--- src/rtl/avm_led_pkg.sv ---
// Shared types and helpers for the Avalon-MM LED host (avm_led_master).
// Holds the FSM state encoding, the button command set and the default
// LED register address.
package avm_led_pkg;

  typedef enum logic [1:0] {
    IDLE  = 2'd0,
    WRITE = 2'd1,
    READ  = 2'd2,
    CHECK = 2'd3
  } state_t;

  typedef enum logic [1:0] {
    CMD_INC = 2'd0,
    CMD_DEC = 2'd1,
    CMD_ROL = 2'd2,
    CMD_CLR = 2'd3
  } cmd_t;

  localparam int unsigned LED_ADDR_DEFAULT = 0;

  // New LED byte produced by a command applied to the current value.
  function automatic logic [7:0] apply_cmd(input cmd_t cmd, input logic [7:0] cur);
    case (cmd)
      CMD_INC: apply_cmd = cur + 8'd1;
      CMD_DEC: apply_cmd = cur - 8'd1;
      CMD_ROL: apply_cmd = {cur[6:0], cur[7]};
      default: apply_cmd = 8'h00;
    endcase
  endfunction

endpackage

--- src/rtl/btn_debounce.sv ---
// One push-button front end: 2-flop synchronizer, stability counter and a
// one-cycle pulse on the accepted high-to-low (press) transition.
// The counter restarts whenever the synchronized level changes and
// saturates at DEBOUNCE_CYCLES; a new level is accepted on the cycle the
// count reaches DEBOUNCE_CYCLES, giving a pulse 2 + DEBOUNCE_CYCLES cycles
// after the raw edge.
module btn_debounce #(
  parameter int unsigned DEBOUNCE_CYCLES = 50000
) (
  input  logic clk,
  input  logic reset_n,
  input  logic btn_raw,
  output logic press
);

  localparam int unsigned CNT_W = $clog2(DEBOUNCE_CYCLES + 1);

  logic             sync1;
  logic             sync2;
  logic             level;
  logic [CNT_W-1:0] cnt;
  logic             stable_done;

  // sync1 != sync2 means sync2 is about to take a new level this edge.
  assign stable_done = (sync1 == sync2) && (cnt == CNT_W'(DEBOUNCE_CYCLES - 1));

  // Synchronize, count stable cycles, accept the level and flag presses.
  always_ff @(posedge clk) begin
    if (!reset_n) begin
      sync1 <= 1'b1;
      sync2 <= 1'b1;
      level <= 1'b1;
      cnt   <= '0;
      press <= 1'b0;
    end else begin
      sync1 <= btn_raw;
      sync2 <= sync1;
      press <= 1'b0;
      if (sync1 != sync2) begin
        cnt <= '0;
      end else if (cnt != CNT_W'(DEBOUNCE_CYCLES)) begin
        cnt <= cnt + 1'b1;
      end
      if (stable_done && (level != sync2)) begin
        level <= sync2;
        press <= ~sync2;
      end
    end
  end

endmodule

--- src/rtl/avm_led_master.sv ---
// Avalon-MM host for the LED register. Debounced button presses become a
// write of an updated LED byte; with AVM_READBACK_EN defined the register
// is read back and compared, otherwise a write accept ends the transfer.
// Each transfer is bounded by TIMEOUT_CYCLES stalled cycles; faults set
// the sticky error_o, which btn3 (clear command) or reset clears.
module avm_led_master
  import avm_led_pkg::*;
#(
  parameter int unsigned DATA_W          = 32,
  parameter int unsigned ADDR_W          = 4,
  parameter int unsigned LED_ADDR        = LED_ADDR_DEFAULT,
  parameter int unsigned DEBOUNCE_CYCLES = 50000,
  parameter int unsigned TIMEOUT_CYCLES  = 1024
) (
  input  logic              clk,
  input  logic              reset_n,
  input  logic [3:0]        btn_i,
  output logic [ADDR_W-1:0] avm_m0_address,
  output logic              avm_m0_read,
  output logic              avm_m0_write,
  output logic [DATA_W-1:0] avm_m0_writedata,
  input  logic [DATA_W-1:0] avm_m0_readdata,
  input  logic              avm_m0_waitrequest,
  output logic [7:0]        value_o,
  output logic              busy_o,
  output logic              error_o
);

  localparam int unsigned TMO_W = $clog2(TIMEOUT_CYCLES + 1);

  state_t           state;
  logic [3:0]       press;
  logic             press_any;
  cmd_t             sel_cmd;
  logic [7:0]       nxt;
  logic [TMO_W-1:0] tmo_cnt;
  logic             tmo_hit;
  logic             unused_rd;

  for (genvar i = 0; i < 4; i++) begin : g_btn
    btn_debounce #(
      .DEBOUNCE_CYCLES(DEBOUNCE_CYCLES)
    ) u_debounce (
      .clk     (clk),
      .reset_n (reset_n),
      .btn_raw (btn_i[i]),
      .press   (press[i])
    );
  end

  assign press_any = |press;
  assign tmo_hit   = (tmo_cnt == TMO_W'(TIMEOUT_CYCLES - 1));
  assign busy_o    = (state != IDLE);
  assign unused_rd = ^avm_m0_readdata;

  // Pick the lowest-index press and compute the byte it would write.
  always_comb begin
    sel_cmd = CMD_INC;
    if (press[0]) begin
      sel_cmd = CMD_INC;
    end else if (press[1]) begin
      sel_cmd = CMD_DEC;
    end else if (press[2]) begin
      sel_cmd = CMD_ROL;
    end else if (press[3]) begin
      sel_cmd = CMD_CLR;
    end
    nxt = apply_cmd(sel_cmd, value_o);
  end

`ifdef AVM_READBACK_EN
  logic [7:0] rd_byte;
`else
  assign avm_m0_read = 1'b0;
`endif

  // Transfer sequencer: write, optional readback/compare, timeout handling.
  always_ff @(posedge clk) begin
    if (!reset_n) begin
      state            <= IDLE;
      avm_m0_address   <= '0;
      avm_m0_write     <= 1'b0;
      avm_m0_writedata <= '0;
      value_o          <= '0;
      error_o          <= 1'b0;
      tmo_cnt          <= '0;
`ifdef AVM_READBACK_EN
      avm_m0_read      <= 1'b0;
      rd_byte          <= '0;
`endif
    end else begin
      case (state)
        IDLE: begin
          if (press_any) begin
            state            <= WRITE;
            avm_m0_write     <= 1'b1;
            avm_m0_address   <= ADDR_W'(LED_ADDR);
            avm_m0_writedata <= DATA_W'(nxt);
            tmo_cnt          <= '0;
            if (sel_cmd == CMD_CLR) begin
              error_o <= 1'b0;
            end
          end
        end
        WRITE: begin
          if (!avm_m0_waitrequest) begin
            avm_m0_write <= 1'b0;
            value_o      <= avm_m0_writedata[7:0];
`ifdef AVM_READBACK_EN
            state        <= READ;
            avm_m0_read  <= 1'b1;
            tmo_cnt      <= '0;
`else
            state        <= IDLE;
`endif
          end else if (tmo_hit) begin
            avm_m0_write <= 1'b0;
            error_o      <= 1'b1;
            state        <= IDLE;
          end else begin
            tmo_cnt <= tmo_cnt + 1'b1;
          end
        end
`ifdef AVM_READBACK_EN
        READ: begin
          if (!avm_m0_waitrequest) begin
            avm_m0_read <= 1'b0;
            rd_byte     <= avm_m0_readdata[7:0];
            state       <= CHECK;
          end else if (tmo_hit) begin
            avm_m0_read <= 1'b0;
            error_o     <= 1'b1;
            state       <= IDLE;
          end else begin
            tmo_cnt <= tmo_cnt + 1'b1;
          end
        end
        CHECK: begin
          if (rd_byte != value_o) begin
            error_o <= 1'b1;
          end
          state <= IDLE;
        end
`endif
        default: begin
          state <= IDLE;
        end
      endcase
    end
  end

endmodule

--- config.mk ---
export PLATFORM = sky130hd
export DESIGN_NAME = avm_led_master
export DESIGN_NICKNAME = d
export VERILOG_FILES = /design/src/rtl/avm_led_pkg.sv /design/src/rtl/btn_debounce.sv /design/src/rtl/avm_led_master.sv
export SDC_FILE = /design/constraint.sdc
export NUM_CORES = 1
export LEC_CHECK = 0
export BUFFER_PORTS_ARGS = -buffer_cell sky130_fd_sc_hd__buf_4
export CORE_MARGIN = 5
export CORE_UTILIZATION = 24
export DETAILED_ROUTE_END_ITERATION = 16
export GPL_ROUTABILITY_DRIVEN = 0
export HOLD_SLACK_MARGIN = 0.05
export MAX_ROUTING_LAYER = met4
export PLACE_DENSITY = 0.47
export SKIP_CTS_REPAIR_TIMING = 1
export SLEW_MARGIN = 25
export SYNTH_ARGS = -nofsm -noshare
export SYNTH_HDL_FRONTEND = slang
export SYNTH_SLANG_ARGS = --single-unit
export TNS_END_PERCENT = 50
--- constraint.sdc ---
create_clock -name clk -period 2.29 [get_ports clk]
set_input_delay 0.5725 -clock clk [delete_from_list [all_inputs] [get_ports clk]]
set_output_delay 0.5725 -clock clk [all_outputs]
set_load 0.02 [all_outputs]
# Word-level counts from Yosys, hierarchy flattened
# Index checks and enable logic that the tools add are counted.
[word_totals]
in_bits = 39
n_memories = 0
romBits = 0
latchBits = 0
output_inout_bits = 48
wordCells = 119
ramBits = 0
regBits = 111
[op_classes]
n_addsub = 7
eq_ne = 31
mul = 0
div_mod_pow = 0
order_cmp = 0
n_bitwise = 6
shift = 0
n_reduce_logical = 27
n_mux = 22
[ops]
columns = ["operator", "n"]
rows = [
  ["$add A16 B1 Y16 const B", 4],
  ["$eq A16 B16 Y1 const B", 4],
  ["$ne A16 B16 Y1 const B", 4],
  ["$mux W11", 3],
  ["$pmux W8 S3", 1],
  ["$pmux W11 S2", 1],
  ["$mux W2", 7],
  ["$reduce_and A2 Y1", 7],
  ["$add A11 B1 Y11 const B", 1],
  ["$eq A11 B10 Y1 const B", 1],
  ["$ne A2 B2 Y1 const B", 5],
  ["$add A8 B1 Y8 const B", 1],
  ["$logic_and A1 B1 Y1", 8],
  ["$ne A1 B1 Y1", 8],
  ["$reduce_or A2 Y1", 4],
  ["$sub A8 B1 Y8 const B", 1],
  ["$mux W1", 7],
  ["$not A1 Y1", 6],
  ["$reduce_and A5 Y1", 1],
  ["$eq A1 B1 Y1", 4],
  ["$eq A2 B1 Y1 const B", 2],
  ["$eq A2 B2 Y1 const B", 2],
  ["$logic_not A2 Y1", 2],
  ["$pmux W1 S2", 2],
  ["other kinds (6)", 7],
]

# Depth between registers and ports, before layout
[logic_depth]
depth_word = 8
ltp_mapped = 9
mapped_depth_nobuf = 7

# Modules after synthesis
# From an unflattened synthesis, not the netlist that was laid out.
[unflattened]
hier_cells = 641
hier_area_um2 = 5444.0
[modules_own_cells]
columns = ["module", "seq_area_each_um2", "cells_each", "instances", "area_per_inst_um2"]
rows = [
  ["btn_debounce", 400.4, 104, 4, 910.9],
  ["avm_led_master", 580.6, 225, 1, 1800.5],
]

# Least setup slack after synthesis
# OpenSTA, ideal clock, no wires.
[synth_timing]
path_type = "register -> register"
from = "register g_btn[0].u_debounce.press"
to = "register avm_m0_writedata[4]"
stages_incl_launch_ff = 10
setup_slack_ns = -0.002
period_less_slack_ns = 2.292
path_buffers = 2
setup_ns = 0.131
t_required_ns = 2.159
t_arrival_ns = 2.161
path_cell_list = "dfxtp_1 -> nand2b_1 -> clkbuf_1 -> xnor2_1 -> ha_1 -> clkbuf_1 -> or4_1 -> and4b_1 -> a211oi_1 -> a21oi_1"
[synth_between]
elab_chain_cells = 3
word_cells_on_any_way = 7
cone_classes = "eq/ne (2); mux (2); reduce/logical (3)"
[synth_lines]
columns = ["element", "line", "text"]
rows = [
  ["start, declared", "btn_debounce.sv:13", "output logic press"],
  ["start signal, assigned", "btn_debounce.sv:46", "press <= ~sync2;"],
  ["$mux W2", "avm_led_master.sv:59", "if (press[0]) begin"],
  ["$eq A2 B2 Y1, or another cell as far along", "avm_led_pkg.sv:24", "case (cmd)"],
  ["$pmux W8 S3", "avm_led_pkg.sv:24", ""],
  ["end signal, assigned", "avm_led_master.sv:98", "avm_m0_writedata <= DATA_W'(nxt);"],
  ["end, declared", "avm_led_master.sv:21", "output logic [DATA_W-1:0] avm_m0_writedata,"],
]
# Several ways; a longest one is shown, not always the timed one.
# A chain may end at the register's enable or synchronous reset.

# Worst setup path after layout
[layout_timing]
from = "register g_btn[3].u_debounce.cnt[11]"
to = "register g_btn[3].u_debounce.level"
[layout_between]
elab_chain_cells = 3
[layout_lines]
columns = ["element", "line", "text"]
rows = [
  ["start, declared", "btn_debounce.sv:21", "logic [CNT_W-1:0] cnt;"],
  ["start signal, assigned", "btn_debounce.sv:42", "cnt <= cnt + 1'b1;"],
  ["$eq A16 B16 Y1", "btn_debounce.sv:25", "assign stable_done = (sync1 == sync2) && (cnt == CNT_W'(DEBOUNCE_CYCLES - 1));"],
  ["$logic_and A1 B1 Y1", "btn_debounce.sv:25", ""],
  ["$logic_and A1 B1 Y1", "btn_debounce.sv:44", "if (stable_done && (level != sync2)) begin"],
  ["end signal, assigned", "btn_debounce.sv:45", "level <= sync2;"],
  ["end, declared", "btn_debounce.sv:20", "logic level;"],
]
# Every way passes these cells.

==> metrics.txt <==
Total Routing Usage GR=9.088%; total routed wirelength=10,780 microns; CTS buffer count=9; worst r2r src=g_btn[3].u_debounce.cnt[11]$_SDFFE_PP0P_; register bit total from synthesis=109; Critical Path, Cell by Cell=or4b_1, or3_1, a2111oi_2, mux2i_1, nand2_1; Worst-Skew Late Latency=0.35 ns; vias in the first global route=3,736; largest net degree at the start of global routing=31; via density per instance=4.336; Die ar.=0.02502 sq mm; chip height=158.2 microns; actual slew at the worst max-slew pin=0.7290 ns; Max Clk Rate=493.2 MHz; WS Path Type=reg -> reg; 1st-iter DRT viols=154; FILL cells=2,362; clk sink count=109; worst min path class=in -> reg; Synth cell types=53; CP Launch Point=g_btn[3].u_debounce.cnt[11]$_SDFFE_PP0P_; CTS tree=done; endpoints failing hold=0; Multi-input gate area=0.002824 sq mm; Worst Setup End Kind=flip-flop; arrival time at the worst endpoint=2.28 ns; CP max FO=5; I/O pins=87; H-tree depth=3; critical path required time=2.54 ns; Tmin final=2.028 ns; starting density of the core=24.22%; status=complete, no violations; r2r worst-path depth=5; Mapped Area=0.005270 sq mm; skew final=0.008827 ns; final slew viol count=0; period utilisation layout=88.54%; yosys synthesis warning count=0; Startpoint Class=flip-flop; Worst Path Buf+Inv=0; WP depth=5; first-pass GRT wire length=18,030 microns; predominant post-synthesis flop cell=dfxtp_1; antenna-violating nets left=0; reg2reg end=g_btn[3].u_debounce.level$_SDFFE_PN1P_; die extent in x=158.2 microns; Via Count=4,054; Power Density=611.6 mW/mm^2; Worst path max stage delay=0.55 ns; Worst slew margin=51.40%; Post-synth EDFFs=0; HPWL after DPL=7570 microns; Max Cap Viol=0; Layout Area Growth over Synthesis=15.03%; RSZ-0062 raised after global routing=no; total negative slack=0 ns; CP max stage cell=or4b_1; Hold Path Cell Cnt=2; clk buf depth=2; Peak VDD IR=300.9 uV; Worst-path clk slew=0.07 ns; Avg Cell Area, Syn=8.555 sq um; CP top delay family=simple AND/OR/NAND/NOR gates; total power=3.708 mW; GR Overflow Total=0; layout cells sized above 1=10.53%; # rows=54; DR pass1 iterations=4; FF-to-FF setup slack=0.26 ns; Core Box Area=0.02176 sq mm; PortBufs=25; DRC=0; Synth async-reset ratio=0%; Static Leak=2.190 nW; number of diodes=0; Clk Tree Root Cell=clkbuf_16; last element of the critical path=g_btn[3].u_debounce.level$_SDFFE_PN1P_; Avg WL per Cell=11.53 microns; initial antenna violation count=0; Final #Nets=699; post-synthesis sequential area ratio=41.41%; Final setup viols=0; Cells after Synth=616; Sequential Area=0.002182 sq mm
cell type report:
type | count | share of cell area [%]
Multi-Input combinational cell | 469 | 46.58
Sequential cell | 109 | 36.00
Tap cell | 280 | 5.779
Timing Repair Buffer | 45 | 5.573
Clock buffer | 10 | 3.942
Clock inverter | 6 | 1.135
Inverter | 16 | 0.9907
layout by cell type, fill, tap and decap left out, types with 10 or more instances in the layout:
master,n
a21oi_1,19
nand2_1,52
mux2i_1,12
and3_1,12
conb_1,29
inv_1,16
xor2_1,29
nor3_1,15
o21ai_0,18
nand2b_1,18
nor2_1,81
or3_1,12
dfxtp_1,109
ha_1,10
nand3_1,26
buf_4,45
nand4_1,22
xnor2_1,28
routing by layer:
metal  part of all wire, %  track usage, %  up-vias
met2                    46           14.17       45
met4                   1.4           2.803        0
met1                    48           11.51     1865
li1                      -               -     2134
met3                   3.7           2.460       10
met5                     0               -        -
logic make-up (layout without fill, tap and decap cells):
kind of cell,after synthesis,count (layout),share of synthesized area (%)
flip-flops,109,109,41.41
adder cells (fa/ha/maj),10,10,2.374
other,1,29,0.07116
AO/OA/AOI/OAI,68,68,8.096
XOR/XNOR,57,57,9.473
buffers and inverters,66,77,7.004
AND/OR/NAND/NOR,293,293,29.30
multiplexers,12,12,2.279
through the flow:
stage          hold WS, ns  util [%]  area, sq um  setup WS (ns)  instances
4_1_cts             0.3951     27.86         6062         0.2298        935
6_report            0.4063     27.86         6062         0.2624        935
3_3_place_gp        0.4157     26.45         5754         0.2601        919
2_1_floorplan       0.4069         -         5376         0.1061        644
5_1_grt             0.4005     27.86         6062        0.09907        935
3_5_place_dp        0.4214     26.45         5754         0.2439        919
cell usage after synthesis, drive strengths merged (17+ instances only):
cell / n / area share [%]
dfxtp: 109 / 41
nor2: 81 / 5.8
nand2: 52 / 3.7
buf: 33 / 4.7
xor2: 29 / 4.8
xnor2: 28 / 4.7
nand3: 26 / 2.5
nand4: 22 / 2.6
o21ai: 22 / 2.1
a21oi: 19 / 1.8
nand2b: 18 / 2.1
clkbuf: 17 / 1.2
worst reg2reg max path: cells and delay by family (launching register included):
kind | cells | cell delay (ns)
AOI/OAI and AO/OA | 1 | 0.37
and+or+nand+nor | 3 | 0.96
DFF | 1 | 0.35
muxes | 1 | 0.23
how the worst min path moves through the flow:
stage	start	end	slack [ns]
after floorplan	tmo_cnt[10]$_SDFFE_PN0P_	tmo_cnt[10]$_SDFFE_PN0P_	0.41
after global placement	tmo_cnt[10]$_SDFFE_PN0P_	tmo_cnt[10]$_SDFFE_PN0P_	0.42
after detailed placement	tmo_cnt[10]$_SDFFE_PN0P_	tmo_cnt[10]$_SDFFE_PN0P_	0.42
after CTS	btn_i[3]	g_btn[3].u_debounce.sync1$_SDFF_PN1_	0.40
after global routing	btn_i[1]	g_btn[1].u_debounce.sync1$_SDFF_PN1_	0.40
final	btn_i[1]	g_btn[1].u_debounce.sync1$_SDFF_PN1_	0.41
flip-flops by register name, indices dropped and copies added, names as in the netlist:
| name | count |
|---|---|
| g_btn.u_debounce.cnt | 64 |
| tmo_cnt | 11 |
| avm_m0_writedata | 8 |
| value_o | 8 |
| g_btn.u_debounce.level | 4 |
| g_btn.u_debounce.press | 4 |
| g_btn.u_debounce.sync1 | 4 |
| g_btn.u_debounce.sync2 | 4 |
| avm_m0_write | 1 |
| error_o | 1 |
power breakdown:
group	switching (mW)	total, mW	internal [mW]	leakage, nW
Clock	0.732	1.62	0.889	0.150
Combinational	0.108	0.155	0.0473	1.16
Sequential	0.0200	1.93	1.91	0.881
Power figures use the tool's default switching activity.
